--- src/rtl/pc_sequencer.sv ---
// Fetch-side program counter sequencer: issues one fetch request per instruction,
// waits for it to retire, then steps sequentially or redirects on branch/jump.
module pc_sequencer #(
  parameter int                    ADDR_WIDTH  = 32,
  parameter logic [ADDR_WIDTH-1:0] RESET_PC    = '0,
  parameter int                    INSTR_BYTES = 4,
  parameter int                    COUNT_WIDTH = 32
) (
  input  logic                   clk_i,
  input  logic                   rst_ni,
  input  logic                   stall_i,
  input  logic                   retire_i,
  input  logic                   alu_branch_taken_i,
  input  logic                   is_jump_i,
  input  logic [ADDR_WIDTH-1:0]  target_i,
  input  logic                   halt_i,
  output logic [ADDR_WIDTH-1:0]  pc_o,
  output logic                   valid_o,
  output logic                   halted_o,
  output logic                   misalign_o,
  output logic [COUNT_WIDTH-1:0] retired_cnt_o,
  output logic [1:0]             state_o
);

  typedef enum logic [1:0] {
    S_BOOT  = 2'd0,
    S_FETCH = 2'd1,
    S_WAIT  = 2'd2,
    S_HALT  = 2'd3
  } state_t;

  localparam logic [ADDR_WIDTH-1:0]  ALIGN_MASK = ADDR_WIDTH'(INSTR_BYTES - 1);
  localparam logic [ADDR_WIDTH-1:0]  PC_STEP    = ADDR_WIDTH'(INSTR_BYTES);
  localparam logic [COUNT_WIDTH-1:0] CNT_ONE    = COUNT_WIDTH'(1);

  state_t                 state_q;
  logic [ADDR_WIDTH-1:0]  pc_q;
  logic                   valid_q;
  logic                   halted_q;
  logic                   misalign_q;
  logic [COUNT_WIDTH-1:0] cnt_q;

  logic                   redirect_d;
  logic [ADDR_WIDTH-1:0]  seq_pc_d;
  logic [ADDR_WIDTH-1:0]  redir_pc_d;
  logic                   misalign_d;

  assign redirect_d = alu_branch_taken_i | is_jump_i;
  assign seq_pc_d   = pc_q + PC_STEP;
  assign redir_pc_d = target_i & ~ALIGN_MASK;
  assign misalign_d = |(target_i & ALIGN_MASK);

  // Handshake: valid_o stays high with a stable pc_o until a cycle in which
  // stall_i is low; that cycle is the acceptance and the request is then in flight.
  always_ff @(posedge clk_i or negedge rst_ni) begin
    if (!rst_ni) begin
      state_q    <= S_BOOT;
      pc_q       <= RESET_PC;
      valid_q    <= 1'b0;
      halted_q   <= 1'b0;
      misalign_q <= 1'b0;
      cnt_q      <= '0;
    end else begin
      misalign_q <= 1'b0;
      case (state_q)
        S_BOOT: begin
          state_q <= S_FETCH;
          valid_q <= 1'b1;
        end
        S_FETCH: begin
          if (!stall_i) begin
            state_q <= S_WAIT;
            valid_q <= 1'b0;
          end
        end
        S_WAIT: begin
          if (retire_i) begin
            cnt_q <= cnt_q + CNT_ONE;
            if (halt_i) begin
              state_q  <= S_HALT;
              halted_q <= 1'b1;
            end else begin
              state_q <= S_FETCH;
              valid_q <= 1'b1;
              if (redirect_d) begin
                pc_q       <= redir_pc_d;
                misalign_q <= misalign_d;
              end else begin
                pc_q <= seq_pc_d;
              end
            end
          end
        end
        S_HALT: begin
          state_q <= S_HALT;
        end
        default: begin
          state_q <= S_BOOT;
        end
      endcase
    end
  end

  assign pc_o          = pc_q;
  assign valid_o       = valid_q;
  assign halted_o      = halted_q;
  assign misalign_o    = misalign_q;
  assign retired_cnt_o = cnt_q;
  assign state_o       = state_q;

endmodule

--- config.mk ---
export PLATFORM = sky130hd
export DESIGN_NAME = pc_sequencer
export DESIGN_NICKNAME = d
export VERILOG_FILES = /design/src/rtl/pc_sequencer.sv
export SDC_FILE = /design/constraint.sdc
export NUM_CORES = 1
export LEC_CHECK = 0
export BUFFER_PORTS_ARGS = -buffer_cell sky130_fd_sc_hd__buf_4
export CAP_MARGIN = 20
export CORE_AREA = 2 2 99 101
export DETAILED_ROUTE_END_ITERATION = 12
export DIE_AREA = 0 0 101 103
export SLEW_MARGIN = 0
export SYNTH_ARGS = -nofsm -noshare
export SYNTH_HDL_FRONTEND = slang
export SYNTH_SLANG_ARGS = --single-unit
--- constraint.sdc ---
create_clock -name clk_i -period 2.41 [get_ports clk_i]
set_clock_uncertainty 0.05 [all_clocks]
set_input_delay 0.1205 -clock clk_i [delete_from_list [all_inputs] [get_ports clk_i]]
set_output_delay 0.1205 -clock clk_i [all_outputs]
set_load 0.005 [all_outputs]
# Word level (Yosys, flattened, before mapping)
# Cells that the tools add are included.
[word_totals]
regBits = 69
[classes]
n_reduce_logical = 8
muxes = 13
eq_ne = 6
add_sub_neg = 2
bitwise_logic = 2
[op_table]
columns = ["op", "count"]
rows = [
  ["$add 32x1->32 const B", 1],
  ["$add 32x3->32 const B", 1],
  ["$mux 32", 1],
  ["$pmux 2 s4", 1],
  ["$mux 1", 7],
  ["$mux 2", 3],
  ["$ne 2x2->1 const B", 3],
  ["$reduce_and 3->1", 2],
  ["$eq 2x2->1 const B", 2],
  ["$reduce_and 2->1", 2],
  ["$reduce_and 4->1", 1],
  ["$pmux 1 s3", 1],
  ["$reduce_bool 3->1", 1],
  ["$eq 2x1->1 const B", 1],
  ["$logic_not 2->1", 1],
  ["$reduce_or 2->1", 1],
  ["$not 1->1", 1],
  ["$or 1x1->1", 1],
]

# Depth between registers and ports, before layout
[logic_depth]
ltp_word = 5
ltp_mapped = 7
depth_no_buf = 5

# Worst setup path after synthesis
# Ideal clock, no wire load.
[synth_path]
path_kind = "register -> register"
start = "register pc_q[2] (netlist: pc_o[2])"
end = "register pc_q[22] (netlist: pc_o[22])"
arrival_ns = 1.625
setup_ns = 0.129
path_slack_ns = 0.606
synth_period_minus_slack_ns = 1.804
path_stages_with_launch = 8
path_buffers = 2
required_ns = 2.231
cell_sequence = "dfrtp_1 -> ha_1 -> and3_1 -> clkbuf_1 -> and3_1 -> buf_2 -> a311oi_1 -> nor3_1"
[synth_via]
elab_chain_cells = 2
[synth_lines]
columns = ["element", "line", "rtl"]
rows = [
  ["from (decl)", "37", "logic [ADDR_WIDTH-1:0] pc_q;"],
  ["from (signal assigned)", "86", "pc_q <= redir_pc_d;"],
  ["from (signal assigned)", "89", "pc_q <= seq_pc_d;"],
  ["$add 32x3->32", "49", "assign seq_pc_d = pc_q + PC_STEP;"],
  ["$mux 32", "85", "if (redirect_d) begin"],
]
# Every way passes these cells.
# A chain may end at the register's enable or synchronous reset.

# Worst setup path in the final report
[layout_path]
start = "register pc_q[4] (netlist: pc_o[4])"
end = "register pc_q[29] (netlist: pc_o[29])"
# The elaborated chain is that of the path after synthesis.

==> out/results.tsv <==
metric	value	unit
final WL	10600	um
Synth Register Bits	67	
hold depth	3	
xor-xnor portion of the synthesized cell area	0.0740	
CP max FO	11	
Crit. Startpoint	pc_o[4]	
cell count after synthesis	390	
Crit Path Class	flip-flop to flip-flop	
commonest non-fill, non-tap cell in the layout	buf_4	
Setup WS post-layout	0.429	ns
CTS Root Cell	clkbuf_8	
CTS tree	built	
CTS buffer count	9	
drt drc	0	
post-route clock period utilization	0.822	
cell with the most instances on the worst path	or3_1	
multiplexer area fraction after synthesis	0.00579	
unrepaired setup endpoints after global routing	false	
Total Nets Final	548	
first-pass GRT wire length	17200	um
placed instance area	4620	um2
leakage dissipation	2.23	nW
Slew HR	0.409	
Yosys top cell by area	dfrtp_1	
required time worst endpoint	2.65	ns
Port Buffer Count	105	
post-route cell area	4950	um2
Place WS	0.458	ns
antenna violations before repair	0	
Antenna diodes	0	
violation count after the first detailed-route iteration	143	
worst min path class	primary input to flip-flop	
Longest Clk Path Bufs	2	
Adder-Cell Fraction of Synth Area	0.00682	
status	finished clean	
R2R depth	4	
Fmax	0.505	GHz
total number of vias	3574	
Hold Path Origin	target_i[9]	
Hold Vio Cnt, Final	0	
post-DP HPWL	7380	um
die area	10400	um2
ranking of synthesized cells by area	dfrtp_1, xnor2_1, nand4_1, a21oi_1, nand3_1	
Pins Over Slew Limit	0	
largest net degree at the start of global routing	68	
crit end category	flip-flop	
clock latency on the worst-skew pair	0.36	ns
Synth Flop Type	dfrtp_1	
global route overflow	0	
Syn. warnings	0	
footprint of the multi-input gates	1870	um2
Ports	108	
DRT Pass-1 Iters	4	
Post-synth EDFFs	0	
reg2reg start	pc_o[4]	
H-tree levels	3	
Yosys top cell area share	0.457	
Die Span X	101	um
Setup Viol. Count Final	0	
CTS sink count	67	
pwr dens	578	nW/um2
row count	36	
synth-to-layout area growth	35.0	%
initial core utilization	0.388	
max incr delay on CP	0.59	ns
post-synthesis simple-gate area fraction	0.270	
Resized cells post-CTS	0	
gr usage total	0.210	
Cell variety after synth	59	
drt via density	5.71	
Die Span Y	103	um
VDD IR max	0.000321	V
max-cap viol count	0	
routability cong.	0.835	
setup TNS	0	ns
Reg clk slew, reported paths	0.08	ns
post-synthesis compound-gate area fraction	0.151	
syn avg cell area	9.41	um2
vias in the first global route	3490	
most frequent cells in the layout	buf_4, dfrtp_1, nand2_1, a21oi_1, nor2_1	
share of cells above drive strength 1	0.285	
Routed wire per std cell	16.9	um
Slew @ Worst Pin	0.887	ns
CP cell instances	nand3_1 > or3_1 > or3_1 > a21oi_1	
WP data arrival	2.22	ns
Mapped Area	3670	um2
Seq/Total Area, Yosys	0.457	
number of nets still failing antenna checks after routing	0	
Fillers	883	
postcts setup bufs	0	
register area	1680	um2
Setup crit start kind	flip-flop	
Crit-path slowest cell	or3_1	
core area	9460	um2
crit path time final	1.98	ns
Async SR Flop Fraction	1.00	
main combinational cell family by area after synthesis	simple AND/OR/NAND/NOR gates	
[stage by stage]
stage,total power [W],std cells,hold WS [ns],util
finish,0.00286,626,0.0295,0.524
global route,0.00300,626,0.0340,0.524
CTS,0.00290,626,0.00982,0.524
detailed placement,0.00180,599,0.260,0.488
global placement,0.00179,599,0.251,0.488
floorplan,0.00151,391,-0.225,-
[worst max-delay path: cells and delay by family (launching register included)]
family          cells  cell delay (ns)
flops               1             0.45
simple gates        3             1.28
compound gates      1             0.14
[synth_stat cells, types with 2 or more instances]
master and n:
xor2_1 6, a31oi_1 2, nor4_1 11, ha_1 2, xnor2_1 25, nand4_1 23
o2bb2ai_1 2, o31ai_1 2, nand3_1 25, and3_1 17, inv_1 3, a21oi_1 27
o22ai_1 5, o21ai_0 13, buf_4 3, nand2_1 27, a311oi_1 6, dfrtp_1 67
clkbuf_1 17, and2_1 4, o32ai_1 3, o22a_1 2, nand4b_1 2, nor2_1 27
a41oi_1 2, a211oi_1 6, or3_1 9, nor3_1 9, buf_2 4, a2bb2oi_1 2
and4_1 8, nand2b_1 2
[worst paths after layout]
path,to,slack (ns)
worst min register to register,halted_o,0.41
worst max register to register,pc_o[29],0.43
worst min-delay path,pc_o[9],0.03
min in group asynchronous,retired_cnt_o[16],0.39
worst max-delay path,pc_o[29],0.43
max in group asynchronous,retired_cnt_o[30],1.36
[power by group]
| group | switching, W | total (W) | internal, W | leakage [nW] |
|---|---|---|---|---|
| logic | 0.000184 | 0.000441 | 0.000258 | 1.23 |
| clock network | 0.000464 | 0.00107 | 0.000610 | 0.108 |
| registers | 0.000130 | 0.00135 | 0.00122 | 0.886 |
| total | 0.000778 | 0.00286 | 0.00209 | 2.23 |
[kinds of logic after synthesis]
family,after synthesis
AND/OR/NAND/NOR,174
AO/OA/AOI/OAI,84
flip-flops,67
XOR/XNOR,31
buffers and inverters,29
adder cells (fa/ha/maj),2
multiplexers,2
other,1
[sequential cells by signal (all words and copies together), names as in the netlist]
name and flops:
misalign_o 1, pc_o 30, state_o 2, valid_o 1, retired_cnt_o 32, halted_o 1
[final cells by class]
type                    instances  share of cell area
multi-input cells             295               0.378
flip-flops and latches         67               0.338
repair buffers                131               0.207
well taps                     114              0.0288
clock buffers                  10              0.0278
clock inverters                 6              0.0179
inverters                       3             0.00227
[routing by layer]
metal,share of wire,up-vias,track usage
met1,0.45,1707,0.277
met4,0.022,0,0.103
met3,0.065,18,0.0495
met2,0.46,144,0.325
met5,0,-,0
li1,-,1705,-
[what timing repair did]
item	in CTS	in global routing
hold buffers	11	0
endpoints found under the setup margin	0	0
endpoints found under the hold margin	76	0
(Power assumes the default switching activity.)
